### config.mk
export PLATFORM = sky130hd
export DESIGN_NAME = clk_monitor
export DESIGN_NICKNAME = d
export VERILOG_FILES = /design/src/rtl/clk_monitor.sv
export SDC_FILE = /design/constraint.sdc
export NUM_CORES = 1
export LEC_CHECK = 0
export ABC_AREA = 1
export BUFFER_PORTS_ARGS = -buffer_cell sky130_fd_sc_hd__buf_2
export CAP_MARGIN = 25
export CORE_ASPECT_RATIO = 1.4
export CORE_UTILIZATION = 50
export CTS_CLUSTER_SIZE = 40
export DETAILED_ROUTE_END_ITERATION = 7
export GPL_ROUTABILITY_DRIVEN = 0
export GPL_TIMING_DRIVEN = 1
export PLACE_DENSITY = 0.76
export SYNTH_ARGS = -nofsm -noshare
export SYNTH_HDL_FRONTEND = slang
export SYNTH_SLANG_ARGS = --single-unit
export TNS_END_PERCENT = 30
### constraint.sdc
create_clock -name sys_clk -period 10.7 [get_ports sys_clk]
set_input_delay 1.07 -clock sys_clk [delete_from_list [all_inputs] [get_ports sys_clk]]
set_output_delay 1.07 -clock sys_clk [all_outputs]
set_load 0.01 [all_outputs]
### src/rtl/clk_monitor.sv
// -----------------------------------------------------------------------------
// clk_monitor
//
// Measures the period of a slow, asynchronous clock (clk_in) in sys_clk cycles,
// compares each measured period against an expected value with a tolerance, and
// tracks lock / fault status.
//
// Ports
//   sys_clk      in   single clock for all logic
//   reset        in   asynchronous, active-low reset
//   clk_in       in   divided clock under test, asynchronous to sys_clk
//   exp_period   in   [WIDTH-1:0] expected clk_in period in sys_clk cycles
//   tol          in   [7:0] allowed absolute deviation from exp_period
//   period       out  [WIDTH-1:0] last measured period
//   period_valid out  one-cycle pulse when period updates
//   edge_pulse   out  one-cycle pulse per detected clk_in rising edge
//   locked       out  LOCK_CNT consecutive in-range periods seen
//   fault        out  sticky out-of-range / timeout indication
//   state_dbg    out  [1:0] current FSM state (0 IDLE, 1 MEASURE, 2 LOCKED,
//                     3 FAULT) for observation only
//
// period_valid is a pure strobe with no back-pressure: period holds its value
// until the next pulse, and a consumer that misses the pulse can still read
// period afterwards.
// -----------------------------------------------------------------------------
module clk_monitor #(
  parameter int WIDTH    = 16,
  parameter int LOCK_CNT = 4
) (
  input  logic             sys_clk,
  input  logic             reset,
  input  logic             clk_in,
  input  logic [WIDTH-1:0] exp_period,
  input  logic [7:0]       tol,
  output logic [WIDTH-1:0] period,
  output logic             period_valid,
  output logic             edge_pulse,
  output logic             locked,
  output logic             fault,
  output logic [1:0]       state_dbg
);

  localparam int GW = $clog2(LOCK_CNT + 1);
  // Comparison width wide enough for both the WIDTH+1 difference and tol.
  localparam int CW = (WIDTH + 1 > 8) ? WIDTH + 1 : 8;
  localparam logic [WIDTH-1:0] CNT_MAX = '1;

  typedef enum logic [1:0] {
    S_IDLE    = 2'd0,
    S_MEASURE = 2'd1,
    S_LOCKED  = 2'd2,
    S_FAULT   = 2'd3
  } state_t;

  // ---------------------------------------------------------------------------
  // Synchroniser and edge detector
  // ---------------------------------------------------------------------------
  logic sync1;
  logic sync2;
  logic prev;

  // edge_pulse is registered, so it appears on the third sys_clk edge after
  // clk_in rises: sync1, sync2, then the edge flop itself.
  always_ff @(posedge sys_clk or negedge reset) begin
    if (!reset) begin
      sync1      <= 1'b0;
      sync2      <= 1'b0;
      prev       <= 1'b0;
      edge_pulse <= 1'b0;
    end else begin
      sync1      <= clk_in;
      sync2      <= sync1;
      prev       <= sync2;
      edge_pulse <= sync2 & ~prev;
    end
  end

  // ---------------------------------------------------------------------------
  // Period counter: restarts at 1 on each edge so that at the next edge it
  // holds exactly the number of sys_clk cycles between the two edges.
  // ---------------------------------------------------------------------------
  logic [WIDTH-1:0] cnt;
  logic             cnt_sat;

  assign cnt_sat = (cnt == CNT_MAX);

  always_ff @(posedge sys_clk or negedge reset) begin
    if (!reset) begin
      cnt <= '0;
    end else if (edge_pulse) begin
      cnt <= {{(WIDTH-1){1'b0}}, 1'b1};
    end else if (!cnt_sat) begin
      cnt <= cnt + 1'b1;
    end
  end

  // ---------------------------------------------------------------------------
  // Range check on the period being captured this cycle. The difference is
  // taken one bit wider and signed so that a period far below exp_period
  // cannot wrap into a small positive value.
  // ---------------------------------------------------------------------------
  logic signed [WIDTH:0] diff;
  logic        [WIDTH:0] abs_diff;
  logic                  in_range;

  always_comb begin
    diff     = $signed({1'b0, cnt}) - $signed({1'b0, exp_period});
    abs_diff = diff[WIDTH] ? $unsigned(-diff) : $unsigned(diff);
    in_range = (CW'(abs_diff) <= CW'(tol));
  end

  // ---------------------------------------------------------------------------
  // Lock FSM
  // ---------------------------------------------------------------------------
  state_t          state;
  state_t          state_n;
  logic [GW-1:0]   good_cnt;
  logic [GW-1:0]   good_n;
  logic [GW-1:0]   good_inc;
  logic            fault_flag;
  logic            fault_flag_n;
  logic            period_load;

  // good_cnt saturates at LOCK_CNT so it stays meaningful while LOCKED.
  assign good_inc = (good_cnt == GW'(LOCK_CNT)) ? good_cnt : good_cnt + 1'b1;

  always_comb begin
    state_n      = state;
    good_n       = good_cnt;
    fault_flag_n = fault_flag;
    period_load  = 1'b0;

    case (state)
      S_IDLE: begin
        // First edge only starts a measurement; there is no prior edge to
        // measure from, so no period is produced.
        if (edge_pulse) begin
          state_n = S_MEASURE;
          good_n  = '0;
        end
      end

      S_MEASURE: begin
        if (edge_pulse) begin
          period_load = 1'b1;
          if (in_range) begin
            good_n = good_inc;
            if (good_inc == GW'(LOCK_CNT)) begin
              state_n = S_LOCKED;
            end
          end else begin
            good_n = '0;
          end
        end else if (cnt_sat) begin
          // Timeout before ever locking: not treated as a fault.
          state_n = S_IDLE;
          good_n  = '0;
        end
      end

      S_LOCKED: begin
        if (edge_pulse) begin
          period_load = 1'b1;
          if (in_range) begin
            good_n = good_inc;
          end else begin
            state_n      = S_FAULT;
            good_n       = '0;
            fault_flag_n = 1'b1;
          end
        end else if (cnt_sat) begin
          state_n      = S_IDLE;
          good_n       = '0;
          fault_flag_n = 1'b1;
        end
      end

      S_FAULT: begin
        if (edge_pulse) begin
          period_load = 1'b1;
          if (in_range) begin
            good_n = good_inc;
            if (good_inc == GW'(LOCK_CNT)) begin
              state_n      = S_LOCKED;
              fault_flag_n = 1'b0;
            end
          end else begin
            good_n = '0;
          end
        end else if (cnt_sat) begin
          state_n      = S_IDLE;
          good_n       = '0;
          fault_flag_n = 1'b1;
        end
      end

      default: begin
        state_n = S_IDLE;
        good_n  = '0;
      end
    endcase
  end

  always_ff @(posedge sys_clk or negedge reset) begin
    if (!reset) begin
      state      <= S_IDLE;
      good_cnt   <= '0;
      fault_flag <= 1'b0;
    end else begin
      state      <= state_n;
      good_cnt   <= good_n;
      fault_flag <= fault_flag_n;
    end
  end

  // ---------------------------------------------------------------------------
  // Outputs. locked and fault are derived from the registered state / flag and
  // registered once more, so they change one cycle after the state does.
  // ---------------------------------------------------------------------------
  always_ff @(posedge sys_clk or negedge reset) begin
    if (!reset) begin
      period       <= '0;
      period_valid <= 1'b0;
      locked       <= 1'b0;
      fault        <= 1'b0;
    end else begin
      if (period_load) begin
        period <= cnt;
      end
      period_valid <= period_load;
      locked       <= (state == S_LOCKED);
      fault        <= fault_flag;
    end
  end

  assign state_dbg = state;

endmodule

# After elaboration in Yosys (flattened, before gate mapping)
# Index checks and enable logic that the tools add are counted.
[op_classes] order_cmp=1 n_addsub=4 n_eq_ne=14 n_reduce_logical=7 mux=26 n_bitwise=2
[op_table] op="$mux W16" count=2
[op_table] op="$le A17 B8 Y1" count=1
[op_table] op="$mux W17" count=1
[op_table] op="$neg A17 Y17" count=1
[op_table] op="$sub A16 B16 Y17" count=1
[op_table] op="$add A16 B1 Y16 const B" count=1
[op_table] op="$eq A16 B16 Y1 const B" count=1
[op_table] op="$mux W3" count=5
[op_table] op="$mux W2" count=7
[op_table] op="$ne A3 B3 Y1 const B" count=3
[op_table] op="$mux W1" count=8
[op_table] op="$reduce_and A4 Y1" count=2
[op_table] op="$eq A3 B3 Y1 const B" count=2
[op_table] op="$ne A3 B2 Y1 const B" count=2
[op_table] op="$pmux W2 S3" count=1
[op_table] op="$pmux W3 S2" count=1
[op_table] op="$eq A2 B2 Y1 const B" count=2
[op_table] op="$ne A2 B2 Y1 const B" count=2
[op_table] op="$add A3 B1 Y3 const B" count=1
[op_table] op="$ne A3 B1 Y1 const B" count=1
[op_table] op="$reduce_or A3 Y1" count=1
[op_table] op="$eq A2 B1 Y1 const B" count=1
[op_table] op="$logic_not A2 Y1" count=1
[op_table] op="$pmux W1 S2" count=1
[op_table] op="other kinds (5)" count=5
[word_totals] regBits=45 output_inout_bits=22 wordCells=66 in_bits=27

# Longest topological paths before layout
# Gate-level depths: netlist of the first run.
[logic_depth] depth_word=7 ltp_mapped=30 mapped_depth_nobuf=30

# Worst setup path after synthesis of the first run
# OpenSTA, ideal clock, no wires.
[synth_timing] path_kind="input to register" from="in exp_period[0]" to="reg fault_flag" arrival_ns=4.082 path_buffers=1 t_required_ns=10.583 setup_ns=0.117 cell_stages=29 slack_ns=6.500 path_cell_list="ha_1 fa_1 inv_1 nand2_1 nand2_1 nand3_1 nand2_2 a21oi_4 buf_2 nand2_1 xor2_1 inv_1 ha_1 a21oi_1 o21ai_0 o21bai_1 a21boi_0 o21bai_1 nand2_1 inv_1 nand2_1 nor2_1 nand2_1 nor2_4 nand3_2 nand2_2 nand3_1 nand2_1 nand2_1"
[synth_between] elab_chain_len=6 word_cells_on_any_way=7 classes_between="2 x add/sub; 1 x order compare; 2 x eq/ne; 1 x mux; 1 x reduce/logical"
[synth_rtl] element="from (decl)" line="33" source="input logic [WIDTH-1:0] exp_period,"
[synth_rtl] element="$sub A16 B16 Y17 *" line="107" source="diff = $signed({1'b0, cnt}) - $signed({1'b0, exp_period});"
[synth_rtl] element="$neg A17 Y17" line="108" source="abs_diff = diff[WIDTH] ? $unsigned(-diff) : $unsigned(diff);"
[synth_rtl] element="$mux W17 *" line="108"
[synth_rtl] element="$le A17 B8 Y1 *" line="109" source="in_range = (CW'(abs_diff) <= CW'(tol));"
[synth_rtl] element="$ne A3 B3 Y1 (no line)"
[synth_rtl] element="$reduce_and A4 Y1 (no line) *"
[synth_rtl] element="to (signal assigned)" line="212" source="fault_flag <= fault_flag_n;"
[synth_rtl] element="to (decl)" line="120" source="logic fault_flag;"
# Every way passes the cells marked *; elsewhere a longest branch is shown, timed or not.
# A chain may end at the register's enable or synchronous reset.

# Worst setup path in the final report of the first run
[layout_timing] from="in exp_period[13]" to="reg fault_flag"
# Same word-level chain as after synthesis.

==> results of run 1 <==
[state kept, by name (all words and copies together) (netlist names)]
signal,flops
cnt,16
edge_pulse,1
fault,1
fault_flag,1
good_cnt,3
locked,1
period,16
period_valid,1
prev,1
state_dbg,2
sync1,1
sync2,1
[through the flow]
| step | cells | utilization | area (um^2) |
|---|---|---|---|
| floorplan | 608 | - | 3940 |
| global placement | 745 | 0.569 | 4270 |
| detailed placement | 745 | 0.569 | 4270 |
| CTS | 753 | 0.581 | 4360 |
| global route | 754 | 0.584 | 4380 |
| finish | 754 | 0.584 | 4380 |
[area by class of cell]
| cell class | instances | area (um^2) | area share |
|---|---|---|---|
| multi-input cells | 444 | 2360 | 0.539 |
| clock buffers | 5 | 68.8 | 0.0157 |
| well taps | 97 | 121 | 0.0277 |
| repair buffers | 49 | 260 | 0.0594 |
| clock inverters | 3 | 25.0 | 0.00571 |
| inverters | 111 | 417 | 0.0951 |
| flip-flops and latches | 45 | 1130 | 0.257 |
[where the power goes]
part	total (mW)	internal, mW	switching, mW	leakage, nW
combinational	0.320	0.121	0.199	1.90
sequential	0.217	0.195	0.0218	0.603
clock	0.111	0.0476	0.0636	0.0452
total	0.648	0.364	0.285	2.55
[Yosys cell counts, types with 5 or more instances]
master / instances
nand3_1: 45
nand4_1: 11
dfrtp_1: 45
nand3_2: 8
nand2_2: 17
ha_1: 28
nor2_2: 6
inv_1: 108
xor2_1: 7
nand2_1: 185
o21ai_0: 31
clkbuf_1: 5
nor2_1: 43
nor3_1: 10
a21oi_1: 23
[worst paths after layout]
kind / end / slack [ns]
setup reg to reg: fault_flag / 6.46
min in group asynchronous: fault / 0.58
hold / removal: sync2 / 0.36
max in group asynchronous: cnt[3] / 9.66
hold reg to reg: sync2 / 0.36
setup / recovery: fault_flag / 6.10
[routing by layer]
layer | share of wire | wire (um) | track usage | vias to the layer above
li1 | - | - | - | 2011
met1 | 0.43 | 3910 | 0.269 | 1767
met2 | 0.51 | 4700 | 0.445 | 104
met3 | 0.035 | 319 | 0.0289 | 25
met4 | 0.027 | 251 | 0.108 | 0
met5 | 0 | 0 | 0 | -
[logic make-up after synthesis]
kind of cell             after synthesis  synth area share
AO/OA/AOI/OAI                         70             0.101
XOR/XNOR                               8            0.0178
adder cells (fa/ha/maj)               29            0.0939
buffers and inverters                119             0.116
flip-flops                            45             0.286
AND/OR/NAND/NOR                      337             0.386
==> summary.md, run 1 <==
| Metric | Value |
|---|---|
| Critical path class | in2reg |
| RSZ-0062 raised after global routing | no |
| Clock network latency to the later pin of the worst-skew pair | 0.31 ns |
| Filler cell count in the final layout | 740 |
| Worst clock skew | 0.0104 ns |
| Launch instance of the worst min-delay path | sync1 |
| Area growth syn-to-layout | 11.1% |
| Most repeated library cell on the critical path | nand2_1 |
| Result of the run | complete, no violations |
| Hold bufs inserted after CTS | 0 |
| Post-DP HPWL | 7.47 mm |
| Average via count per standard cell | 5.18 |
| Global-route wire length before repair | 16.0 mm |
| Number of distinct standard cells referenced by the synthesized netlist | 38 |
| Final Hold Viols | 0 |
| Most used DFF post-synth | dfrtp_1 |
| Number of ports placed on the die boundary | 49 |
| Total power density per cell area | 148 mW/mm^2 |
| Synth warnings | 0 |
| Startpoint of the worst-slack reg-to-reg timing path | cnt[0] |
| FFs w/ async S/R, synth | 1.00 |
| Count of port buffers added during placement | 48 |
| Sum Neg Setup Slack | 0 ns |
| Total count of max-transition violations in the final report | 0 |
| Crit path max fanout | 25 |
| Number of design-rule violations left by the first detailed-router iteration | 134 |
| CTS tree | built |
| HP Class | reg2reg |
| Count of inserted antenna diode cells | 0 |
| Cell area after synthesis | 0.00394 mm^2 |
| Share of cells above drive strength 1 | 0.152 |
| Setup Slack @ Placement | 5.79 ns |
| CTS clock-pin slew for the worst setup and hold paths | 0.09 ns |
| DRT antenna net count | 0 |
| Maximum operating frequency | 217 MHz |
| Final critical-path required period | 4.60 ns |
| Least-Margin Pin Slew | 0.699 ns |
| GRT Overall Usage | 0.238 |
| Required time at the endpoint of the critical path | 10.90 ns |
| Final total power | 648 uW |
| Via count of the routed design | 3907 |
| Proportion of netlist area held by the largest area contributor | 0.286 |
| Critical Path Start | exp_period[13] |
| Leading cell type in the layout, fill and taps excluded | nand2_1 |
| Core box area | 0.00750 mm^2 |
| Post-synthesis sequential element count | 45 |
| Peak per-stage delay on the critical path | 0.54 ns |
| Largest net degree at the start of global routing | 46 |
| Post-Synthesis Mean Instance Area | 6.48 um^2 |
| Slew margin rel. | 0.533 |
| CTS H-Tree Depth | 2 |
| Number of max-capacitance violations reported | 0 |
| Setup bufs post-CTS | 0 |
| Resize count post-CTS | 0 |
| Sequential cell area fraction in the yosys report | 0.286 |
| Top area cells in the synthesized netlist | dfrtp_1 29%, nand2_1 18%, inv_1 10% |
| Number of antenna violations at the first check in global routing | 0 |
| Logic depth of the worst path, buffers included | 27 |
| First drt pass iteration count | 5 |
| Yosys top cell by area | dfrtp_1 |
| Clock buffer count from CTS | 5 |
| Final setup margin | 6.10 ns |
| Vertical die dimension | 107 um |
| DRC violations left | 0 |
| Starting Density | 0.526 |
| Vias in the first global route | 3886 |
| Most frequent cells in the layout | 185 x nand2_1, 108 x inv_1, 48 x buf_2 |
| Total overflow reported by the global router | 0 |
| Startpoint kind of the worst setup timing path | primary input |
| Cell leakage power | 2.55 nW |
| Number of flops mapped to enable cells by yosys | 0 |
| Wire length reported by the detailed router | 9.18 mm |
| Worst hold path stage count | 0 |
| Final setup violation count | 0 |
| Syn nets | 664 |
| Worst endpoint data arrival time | 4.80 ns |
| Crit-path slowest cell | a21oi_4 |
| Number of nets in the finished design | 712 |
| CP top delay family | compound AO/OA/AOI/OAI gates |
| Peak VDD IR | 0.136 mV |
| Worst reg-to-reg path cell count | 29 |
| Horizontal extent of the die | 77.0 um |
| Fin crit share | 0.430 |
| Buffers plus inverters on the worst setup path | 4 |
| Setup crit end kind | flip-flop |
| Placement Rows | 37 |
| Number of sinks on the clock net | 45 |
| Die outline area | 0.00825 mm^2 |
| CTS Root Buffer Type | clkbuf_8 |
| Buffer levels on the longest clock path | 2 |
| Gate Count Post-Synth | 608 |
| Worst Hold Margin | 0.356 ns |
| WL per Instance | 12.2 um |
Power figures use the tool's default switching activity.
==> run 2, diff against run 1 <==
- clock period: 10.7 -> 4.4 ns (I/O delays scaled with it)
==> run 2 against run 1 <==
Critical path depth grew 3; largest cell class unchanged; global-route usage increased by 0.25 points; highest routed layer unchanged; die area stayed put; register-to-register slack got worse by 6.0 ns; critical path type is now reg2reg.
==> summary.md, run 2 (synthesized netlist as in run 1, its figures left out) <==
| Metric | Value |
|---|---|
| Number of design-rule violations left by the first detailed-router iteration | 208 (+55%) |
| Wire length reported by the detailed router | 9.32 mm (+1.5%) |
| Worst endpoint data arrival time | 4.13 ns (-0.67 ns) |
| Maximum operating frequency | 254 MHz |
| Worst Hold Margin | 0.241 ns (-0.115 ns) |
| CTS clock-pin slew for the worst setup and hold paths | 0.08 ns (about the same) |
| Placement Rows | 37 (unchanged) |
| Worst clock skew | 0.00980 ns (-0.000591 ns) |
| Buffers plus inverters on the worst setup path | 5 (+1) |
| Regs by FF count | cnt x16, period x16, good_cnt x3 |
| Number of nets in the finished design | 717 (+0.70%) |
| Startpoint kind of the worst setup timing path | flip-flop |
| Final setup violation count | 0 (unchanged) |
| Final critical-path required period | 3.93 ns |
| Proportion of power drawn by combinational gates | 0.483 (-0.011) |
| Number of max-capacitance violations reported | 0 (unchanged) |
| Required time at the endpoint of the critical path | 4.60 ns (-6.30 ns) |
| Number of antenna violations at the first check in global routing | 0 (unchanged) |
| RSZ-0062 raised after global routing | no |
| Vertical die dimension | 107 um (unchanged) |
| Least-Margin Pin Slew | 0.712 ns (+0.0131 ns) |
| First drt pass iteration count | 5 (unchanged) |
| Buffer levels on the longest clock path | 2 (unchanged) |
| Setup crit end kind | flip-flop |
| Peak VDD IR | 0.286 mV (+110%) |
| Count of inserted antenna diode cells | 0 (unchanged) |
| Worst reg-to-reg path cell count | 30 (+3.4%) |
| Starting Density | 0.526 (unchanged) |
| CTS tree | built |
| Peak per-stage delay on the critical path | 0.39 ns (-0.15 ns) |
| Largest net degree at the start of global routing | 46 (unchanged) |
| Total overflow reported by the global router | 0 (unchanged) |
| Post-DP HPWL | 7.43 mm (-0.47%) |
| Core box area | 0.00750 mm^2 (unchanged) |
| Leading cell type in the layout, fill and taps excluded | nand2_1 |
| Most frequent cells in the layout | 185 x nand2_1, 108 x inv_1, 48 x buf_2 |
| Cell leakage power | 2.58 nW (+1.2%) |
| R2R Path End | fault_flag |
| Clock network latency to the later pin of the worst-skew pair | 0.30 ns (about the same) |
| Sw power | 683 uW (+140%) |
| Area growth syn-to-layout | 12.7% |
| Reg2Reg Setup Slack | 0.47 ns (-5.99 ns) |
| DRT antenna net count | 0 (unchanged) |
| CP top delay family | simple AND/OR/NAND/NOR gates |
| Share of cells above drive strength 1 | 0.156 (+0.00338) |
| Count of port buffers added during placement | 48 (unchanged) |
| Critical Path Start | cnt[0] |
| Final Hold Viols | 0 (unchanged) |
| Via count of the routed design | 3953 (+1.2%) |
| Worst hold path stage count | 1 (+1) |
| Power Internal | 957 uW (+160%) |
| Relative contribution of the clock network to total power | 0.196 (+0.024) |
| Most repeated library cell on the critical path | nand2_1 |
| Fin crit share | 0.893 |
| Placed Instances | 745 (unchanged) |
| Capture endpoint of the worst hold path | sync1 |
| Average via count per standard cell | 5.21 (+0.51%) |
| Switching Share | 0.416 (-0.0228) |
| Global-route wire length before repair | 16.1 mm (+0.73%) |
| WL per Instance | 12.3 um (+0.83%) |
| CTS Root Buffer Type | clkbuf_8 |
| Vias in the first global route | 3840 (-1.2%) |
| Total count of max-transition violations in the final report | 0 (unchanged) |
| Horizontal extent of the die | 77.0 um (unchanged) |
| Crit path max fanout | 6 (-76%) |
| Crit-path slowest cell | fa_1 |
| Count of placed standard cells in the final layout, fillers left out | 759 (+0.66%) |
| Launch instance of the worst min-delay path | clk_in |
| Clock buffer count from CTS | 5 (unchanged) |
| Sum Neg Setup Slack | 0 ns (unchanged) |
| Result of the run | complete, no violations |
| GRT Overall Usage | 0.241 (+0.00254) |
| Slew margin rel. | 0.525 (-0.00872) |
| Startpoint of the worst-slack reg-to-reg timing path | cnt[0] |
| Number of sinks on the clock net | 45 (unchanged) |
| CTS H-Tree Depth | 2 (unchanged) |
| Die outline area | 0.00825 mm^2 (unchanged) |
| HP Class | in2reg |
| Number of ports placed on the die boundary | 49 (unchanged) |
| Critical path class | reg2reg |
| DRC violations left | 0 (unchanged) |
| Total power density per cell area | 369 mW/mm^2 (+150%) |
| Sequential share of power | 0.321 (-0.013) |
-- run 2: area by class of cell --
type	instances	area, um^2
timing repair buffer	53	293
clock buffer	7	86.3
fill	725	3060
sequential	45	1130
tap	97	121
clock inverter	1	30.0
multi-input combinational	445	2370
inverter	111	417
-- run 2: how the worst max path moves through the flow --
stage	endpoint	cells after the start	slack (ns)
CTS	fault_flag	29	0.24
detailed placement	fault_flag	30	0.18
floorplan	fault_flag	29	0.83
global route	fault_flag	29	0.04
finish	fault_flag	30	0.47
global placement	fault_flag	30	0.31
-- run 2: worst register-to-register path, delay by kind of cell (launching register included) --
kind | cells | cell delay [ns]
flops | 1 | 0.35
xor+xnor | 1 | 0.14
compound gates | 4 | 0.52
simple gates | 17 | 1.42
buf+inv | 5 | 0.50
fa+ha+maj | 3 | 0.90
-- run 2: power by group through the flow --
stage          Sequential, mW  Combinational (mW)  Clock (mW)
3_3_place_gp            0.530               0.754           0
4_1_cts                 0.525               0.789       0.329
3_5_place_dp            0.532               0.784           0
2_1_floorplan           0.536               0.580           0
6_report                0.527               0.792       0.321
5_1_grt                 0.534               0.910       0.343
-- run 2: what timing repair did --
item	4_1_cts	5_1_grt
endpoints found under the setup margin	0	6
setup buffers	0	3
hold buffers	0	1
endpoints found under the hold margin	0	4
gates resized for setup	0	0
-- run 2: layer usage --
metal / up-vias / part of all wire / GRT usage
li1: 2030 / - / -
met1: 1797 / 0.43 / 0.280
met2: 99 / 0.52 / 0.441
met3: 27 / 0.029 / 0.0281
met4: 0 / 0.027 / 0.106
met5: - / 0 / 0
-- run 2: through the flow --
step           setup WS [ns]  instance area, um^2  total power, mW   util
5_1_grt               0.0422                 4440             1.79  0.592
3_3_place_gp           0.308                 4270             1.28  0.569
3_5_place_dp           0.184                 4270             1.32  0.569
6_report               0.469                 4440             1.64  0.592
2_1_floorplan          0.830                 3940             1.12      -
4_1_cts                0.239                 4380             1.64  0.584
